<file path="config.mk">
export PLATFORM = sky130hd
export DESIGN_NAME = am_envelope_detector
export DESIGN_NICKNAME = d
export VERILOG_FILES = /design/src/rtl/am_envelope_detector.sv
export SDC_FILE = /design/constraint.sdc
export NUM_CORES = 1
export LEC_CHECK = 0
export BUFFER_PORTS_ARGS = -buffer_cell sky130_fd_sc_hd__buf_2
export CAP_MARGIN = 40
export CORE_ASPECT_RATIO = 1.5
export CORE_MARGIN = 2
export CORE_UTILIZATION = 53
export CTS_CLUSTER_SIZE = 25
export DETAILED_ROUTE_END_ITERATION = 10
export GPL_ROUTABILITY_DRIVEN = 0
export GPL_TIMING_DRIVEN = 0
export PLACE_DENSITY = 0.7
export SETUP_SLACK_MARGIN = 0.05
export SKIP_LAST_GASP = 1
export SLEW_MARGIN = 10
export SYNTH_ARGS = -nofsm -noshare
export SYNTH_HDL_FRONTEND = slang
export SYNTH_SLANG_ARGS = --single-unit
export TNS_END_PERCENT = 1
</file>
<file path="constraint.sdc">
create_clock -name clk -period 16.47 [get_ports clk]
set_input_delay 1.647 -clock clk [delete_from_list [all_inputs] [get_ports clk]]
set_output_delay 1.647 -clock clk [all_outputs]
set_load 0.02 [all_outputs]
</file>
<file path="src/rtl/am_envelope_detector.sv">
// AM envelope detector: d_out = floor(sqrt(I^2 + Q^2)) per accepted I/Q sample.
// Optional DC blocker on the magnitude when DC_BLOCK_EN is defined.
module am_envelope_detector #(
    parameter int DW = 8,
    parameter int K  = 6
) (
    input  logic          clk,
    input  logic          rst,
    input  logic          in_valid,
    output logic          in_ready,
    input  logic [DW-1:0] I_in,
    input  logic [DW-1:0] Q_in,
    output logic [DW-1:0] d_out,
    output logic          d_valid,
    output logic          overrun
);

    // Handshake: a sample transfers on a posedge where in_valid && in_ready.
    // in_ready is high only in IDLE; in_valid while not ready drops the sample
    // and sets the sticky overrun flag. d_valid is a one-cycle pulse.

    localparam int CW = (DW > 1) ? $clog2(DW) : 1;

    typedef enum logic [2:0] {
        IDLE  = 3'd0,
        MUL_I = 3'd1,
        MUL_Q = 3'd2,
        ROOT  = 3'd3,
        DONE  = 3'd4
    } state_t;

    state_t state;
    state_t state_nxt;

    logic signed [DW-1:0]   i_reg;
    logic signed [DW-1:0]   q_reg;
    logic [2*DW-1:0]        isq;
    logic [2*DW-1:0]        rad;
    logic [DW-1:0]          rem;
    logic [DW-1:0]          root;
    logic [CW-1:0]          count;

    logic signed [DW-1:0]   mul_op;
    logic signed [2*DW-1:0] prod;
    logic [DW+1:0]          rem_shift;
    logic [DW+1:0]          trial;
    logic                   take;
    logic [DW-1:0]          result;

    // One shared squarer: I in MUL_I, Q in MUL_Q.
    assign mul_op = (state == MUL_Q) ? q_reg : i_reg;
    assign prod   = mul_op * mul_op;

    // Restoring sqrt step: bring down two radicand bits, try root*4+1.
    assign rem_shift = {rem, rad[2*DW-1 -: 2]};
    assign trial     = {root, 2'b01};
    assign take      = (rem_shift >= trial);

`ifdef DC_BLOCK_EN
    logic [DW+K-1:0]     avg;
    logic [DW-1:0]       avg_int;
    logic signed [DW+1:0] diff;

    assign avg_int = avg[DW+K-1:K];
    assign diff    = $signed({2'b00, root}) - $signed({2'b00, avg_int});

    // Saturate the DW+2 bit difference into a DW-bit signed result.
    always_comb begin
        result = diff[DW-1:0];
        if (!((diff[DW+1:DW-1] == 3'b000) || (diff[DW+1:DW-1] == 3'b111))) begin
            result = diff[DW+1] ? {1'b1, {(DW-1){1'b0}}} : {1'b0, {(DW-1){1'b1}}};
        end
    end
`else
    assign result = root;
`endif

    always_comb begin
        state_nxt = state;
        in_ready  = (state == IDLE);
        case (state)
            IDLE:    if (in_valid) state_nxt = MUL_I;
            MUL_I:   state_nxt = MUL_Q;
            MUL_Q:   state_nxt = ROOT;
            ROOT:    if (count == CW'(DW-1)) state_nxt = DONE;
            DONE:    state_nxt = IDLE;
            default: state_nxt = IDLE;
        endcase
    end

    always_ff @(posedge clk) begin
        if (rst) begin
            state   <= IDLE;
            i_reg   <= '0;
            q_reg   <= '0;
            isq     <= '0;
            rad     <= '0;
            rem     <= '0;
            root    <= '0;
            count   <= '0;
            d_out   <= '0;
            d_valid <= 1'b0;
            overrun <= 1'b0;
`ifdef DC_BLOCK_EN
            avg     <= '0;
`endif
        end else begin
            state   <= state_nxt;
            d_valid <= 1'b0;
            if (in_valid && (state != IDLE)) overrun <= 1'b1;
            case (state)
                IDLE: begin
                    if (in_valid) begin
                        i_reg <= I_in;
                        q_reg <= Q_in;
                    end
                end
                MUL_I: isq <= unsigned'(prod);
                MUL_Q: begin
                    rad   <= isq + unsigned'(prod);
                    rem   <= '0;
                    root  <= '0;
                    count <= '0;
                end
                ROOT: begin
                    rad   <= rad << 2;
                    // rem stays below 2^DW before every step, so DW bits suffice.
                    rem   <= DW'(take ? (rem_shift - trial) : rem_shift);
                    root  <= {root[DW-2:0], take};
                    count <= count + 1'b1;
                end
                DONE: begin
                    d_out   <= result;
                    d_valid <= 1'b1;
`ifdef DC_BLOCK_EN
                    avg     <= avg + {{K{1'b0}}, root} - {{K{1'b0}}, avg_int};
`endif
                end
                default: ;
            endcase
        end
    end

endmodule
</file>
==> reports/metrics.csv, run 1 <==
metric,value,unit
status,completed,
seq_power_share,0.367,
wl_per_cell,15.0,µm
slew_headroom,0.467,
route.detailed.drc,0,
crit_path_end_kind,flop,
syn_area,0.00607,mm²
mostFrequentLayoutCells,"121 x nand2_1, 92 x inv_1, 79 x dfxtp_1",
rows,47,
ys_seq_area_frac,0.260,
ios,30,
cts_hold_buf,0,
post_cts_buffers,0,
p_leak,3.01,nW
synthArstFlopShare,0,
insertion_delay,330,ps
largest_reg_flops,16,
top_regs,"rad (16), isq (15)",
fillers,1023,
cpPeakStageDelay,640,ps
synth_cells,744,
power_switching,0.177,mW
synth-edff-count,0,
required,16690,ps
p_int,0.392,mW
yosys.area.top_type_share,0.260,
min_period,7350,ps
ys_types,59,
dr_total_vias,5139,
grt_remaining_overflow,0,
drtAntennaViolNets,0,
h-tree-depth,3,
dpl.hpwl,11.3,mm
grt_max_degree,14,
r2r_cells,26,
hold_depth,2,
grt_pass1_vias,5308,
finalCritPeriodShare,0.446,
cts_num_sinks,79,
insertedDiodeCount,0,
max_freq,136,MHz
final-hold-violation-count,0,
final_common_cell,nand2_1,
power-per-cell-area,84.6,mW/mm²
synthFlopType,dfxtp_1,
crit_arrival,7570,ps
cts-root-buf,clkbuf_16,
rsz0062_at_grt,false,
cts_tree,built,
start_util,0.546,
viasPerCell,5.49,
grt_usage,0.241,
cp-start-kind,flop,
path_delay_family,adder cells,
port_buffers,29,
die_h,135,µm
layout-drive-gt1-share,0.0824,
crit_buf_inv,6,
setup_tns,0,ps
ys_ff_latch,79,
tightest_slew,777,ps
critPathMaxFanout,10,
yosysTopAreaCell,dfxtp_1,
clockBufferDepth,2,
synth_fp_nets,857,
antenna_found_initial,0,
final_nets,897,
yosys-top-cells-area,"dfxtp_1 26%, fa_1 14%, ha_1 11%",
grt_pass1_wl,23.9,mm
syn_to_final_growth,10.6,%
path_clk_slew,60,ps
setup_viol,0,
die_w,91.4,µm
core_area,0.0111,mm²
p_sw_frac,0.311,
cts_buffers,9,
drt_iter0_drc,162,
clock_power_share,0.369,
ctsResizeCount,0,
critPathKind,reg2reg,
clock_skew,6.41,ps
ir_worst_vdd,0.0416,mV
whs,454,ps
p_comb_frac,0.265,
cap_violations,0,
die_area,0.0123,mm²
worst-path-stages,26,
ys_warn_count,0,
crit_slowest_cell,mux2i_1,
dr.pass1.iters,7,
hold_path_class,reg2reg,
top_register,rad,
final_max_slew_viol_count,0,
syn_avg_cell_area,8.16,µm²
finalWirelength,14.1,mm
## synth_stat cells, types with 5 or more instances
library cell / instances
a21o_1: 10
xor2_1: 7
nor2_1: 61
nand2_1: 121
fa_1: 43
dfxtp_1: 79
o211ai_1: 14
a211oi_1: 8
clkbuf_1: 25
xnor2_1: 21
nand3_1: 12
o21a_1: 9
inv_1: 92
nor3_1: 12
mux2i_1: 7
o21bai_1: 5
a21oi_1: 70
ha_1: 51
o21ai_0: 27
nand2b_1: 5
## per-layer routing
layer  up-vias  wire length, µm  global-route usage  part of all wire
met3        30              271              0.0346             0.019
met1      2472             5290               0.237              0.38
li1       2551                -                   -                 -
met2        86             7970               0.479              0.57
met4         0              540               0.120             0.038
met5         -                0                   0                 0
## worst register-to-register path, delay by kind of cell (launching register included)
kind / cells / cell delay [ps]
compound gates: 6 / 1340
xor+xnor: 1 / 190
fa+ha+maj: 6 / 2740
buf+inv: 6 / 930
flops: 1 / 320
mux: 2 / 790
simple gates: 5 / 930
## power groups by stage
stage               Sequential (mW)  Combinational (mW)  Clock [mW]
detailed placement            0.212               0.150           0
CTS                           0.208               0.151       0.214
floorplan                     0.211               0.114           0
global route                  0.209               0.171       0.222
global placement              0.212               0.146           0
finish                        0.208               0.150       0.209
## per-stage QoR
| stage | setup WS [ps] | instance area (µm²) | cells | util | total power [mW] |
|---|---|---|---|---|---|
| 4_1_cts | 9130 | 6720 | 936 | 0.604 | 0.573 |
| 3_3_place_gp | 9270 | 6400 | 920 | 0.576 | 0.358 |
| 6_report | 9120 | 6720 | 936 | 0.604 | 0.568 |
| 2_1_floorplan | 10230 | 6070 | 744 | - | 0.325 |
| 3_5_place_dp | 9170 | 6400 | 920 | 0.576 | 0.362 |
| 5_1_grt | 8660 | 6720 | 936 | 0.604 | 0.601 |
## logic make-up after synthesis
kind of cell / Yosys count / share of synthesized area
AO/OA/AOI/OAI: 171 / 0.178
XOR/XNOR: 30 / 0.0457
adder cells (fa/ha/maj): 94 / 0.247
buffers and inverters: 124 / 0.0806
flip-flops: 79 / 0.260
multiplexers: 12 / 0.0241
AND/OR/NAND/NOR: 234 / 0.164
## worst paths after layout
check	from	slack [ps]	endpoint
setup / recovery	state[1]$_SDFFE_PP0P_	9120	rad[15]$_SDFFE_PP0N_
setup reg to reg	state[1]$_SDFFE_PP0P_	9120	rad[15]$_SDFFE_PP0N_
hold / removal	i_reg[2]$_SDFFE_PP0P_	450	i_reg[2]$_SDFFE_PP0P_
hold reg to reg	i_reg[2]$_SDFFE_PP0P_	450	i_reg[2]$_SDFFE_PP0P_
## area by class of cell
type	count	area [µm²]	share of cell area
Inverter	93	352	0.0523
Clock buffer	11	233	0.0346
Clock inverter	5	82.6	0.0123
Tap cell	147	184	0.0274
Buffer	31	138	0.0205
Timing Repair Buffer	29	145	0.0216
Sequential cell	79	1580	0.235
Multi-Input combinational cell	541	4000	0.596
Power figures use the tool's default switching activity.
==> inputs of run 2 (changes only) <==
==> constraint.sdc (replaced) <==
create_clock -name clk -period 7 [get_ports clk]
set_input_delay 0.7 -clock clk [delete_from_list [all_inputs] [get_ports clk]]
set_output_delay 0.7 -clock clk [all_outputs]
set_load 0.02 [all_outputs]
==> reports/metrics.csv, run 2 (synthesis results as in run 1) <==
metric,value,unit,change
p_leak,3.07,nW,+2.0%
cp_common_cell,fa_1,,
max_freq,150,MHz,+10%
rows,47,,unchanged
hold_depth,2,,unchanged
grt_remaining_overflow,0,,unchanged
power-per-cell-area,197,mW/mm²,+130%
finalWirelength,14.3,mm,+1.3%
setup_viol,0,,unchanged
layout-drive-gt1-share,0.105,,+0.0225
cp-start-kind,flop,,
cts-root-buf,clkbuf_16,,
die_w,91.4,µm,unchanged
die_area,0.0123,mm²,unchanged
setup_ws,327,ps,-8800 ps
critPathMaxFanout,10,,unchanged
tightest_slew,671,ps,-107 ps
largest_reg_flops,16,,unchanged
top_regs,"rad (16), isq (15)",,
grt_pass1_wl,24.1,mm,+0.64%
antenna_found_initial,0,,unchanged
route.detailed.drc,0,,unchanged
critPathKind,reg2reg,,
min_period,6670,ps,-673 ps
final_nets,909,,+1.3%
slew_headroom,0.551,,+0.0843
h-tree-depth,3,,unchanged
r2r_cells,26,,unchanged
clock_skew,6.65,ps,+0.244 ps
grt_pass1_vias,5328,,+0.38%
cts_num_sinks,79,,unchanged
status,completed,,
dr.pass1.iters,4,,-3
wl_per_cell,15.0,µm,about the same
viasPerCell,5.46,,-0.48%
insertedDiodeCount,0,,unchanged
cap_violations,0,,unchanged
crit_arrival,6900,ps,-670 ps
layout.cells.non_filler,948,,+1.3%
dr_total_vias,5180,,+0.80%
required,7220,ps,-9470 ps
final_common_cell,nand2_1,,
dp_cells,920,,unchanged
insertion_delay,340,ps,about the same
ios,30,,unchanged
crit_slowest_cell,fa_1,,
dpl.hpwl,11.3,mm,unchanged
finalCritPeriodShare,0.953,,+0.507
cpPeakStageDelay,560,ps,-80 ps
syn_to_final_growth,13.4,%,
top_register,rad,,
start_util,0.546,,unchanged
cts_hold_buf,0,,unchanged
drt_iter0_drc,171,,+5.6%
path_clk_slew,60,ps,about the same
mostFrequentLayoutCells,"120 x nand2_1, 91 x inv_1, 79 x dfxtp_1",,
clockBufferDepth,2,,unchanged
dp_slack,-300,ps,-9470 ps
die_h,135,µm,unchanged
grt_max_degree,14,,unchanged
cts_tree,built,,
port_buffers,29,,unchanged
drtAntennaViolNets,0,,unchanged
final_max_slew_viol_count,0,,unchanged
cts_buffers,9,,unchanged
ir_worst_vdd,0.0980,mV,+140%
hold_path_class,reg2reg,,
crit_path_end_kind,flop,,
final-hold-violation-count,0,,unchanged
grt_usage,0.243,,+0.00177
core_area,0.0111,mm²,unchanged
-- run 2: cell types whose count changed in the layout (fill, tap and decap cells not counted), moves of 2 or more --
cell,previous run,this run
buf_4,1,13
mux2i_1,7,3
mux2i_2,2,0
mux2i_4,1,7
-- run 2: what timing repair did --
item | 4_1_cts | 5_1_grt
setup buffers | 0 | 12
endpoints found under the setup margin | 3 | 4
gates resized for setup | 6 | 9
-- run 2: final cells by class --
| type | count | area (µm²) |
|---|---|---|
| fillers | 1005 | 4230 |
| multi-input cells | 541 | 4080 |
| flip-flops and latches | 79 | 1580 |
| inverters | 93 | 352 |
| repair buffers | 41 | 235 |
| clock buffers | 11 | 233 |
| well taps | 147 | 184 |
| plain buffers | 31 | 141 |
| clock inverters | 5 | 82.6 |
-- run 2: final timing paths --
check / end / slack (ps) / start
worst max-delay path: rad[15]$_SDFFE_PP0N_ / 330 / state[1]$_SDFFE_PP0P_
worst min-delay path: d_out[2]$_SDFFE_PP0P_ / 460 / d_out[2]$_SDFFE_PP0P_
worst max register to register: rad[15]$_SDFFE_PP0N_ / 330 / state[1]$_SDFFE_PP0P_
worst min register to register: d_out[2]$_SDFFE_PP0P_ / 460 / d_out[2]$_SDFFE_PP0P_
-- run 2: power breakdown --
| part | internal (mW) | leakage (nW) | total [mW] | switching, mW |
|---|---|---|---|---|
| logic | 0.147 | 2.29 | 0.370 | 0.223 |
| registers | 0.474 | 0.642 | 0.493 | 0.0187 |
| clock network | 0.312 | 0.142 | 0.495 | 0.183 |
| total | 0.933 | 3.07 | 1.36 | 0.424 |
-- run 2: per-layer routing --
metal | part of all wire | GRT usage
met2 | 0.57 | 0.484
met3 | 0.017 | 0.0346
met4 | 0.038 | 0.120
met1 | 0.37 | 0.238
met5 | 0 | 0
-- run 2: per-stage QoR --
stage	TNS [ps]	cell area, µm²	total power, mW	util	hold slack, ps
finish	0	6890	1.36	0.620	456
global route	-18.9	6890	1.43	0.620	476
CTS	0	6750	1.35	0.607	455
detailed placement	-369	6400	0.851	0.576	447
global placement	-198	6400	0.843	0.576	439
floorplan	0	6070	0.764	-	432
-- run 2: worst max-delay path, delay by kind of cell (launching register included) --
family,cells,cell delay (ps)
buffers and inverters,6,730
multiplexers,2,440
XOR/XNOR,1,200
AND/OR/NAND/NOR,5,810
flip-flops,1,320
adder cells (fa/ha/maj),6,2730
AO/OA/AOI/OAI,6,1300
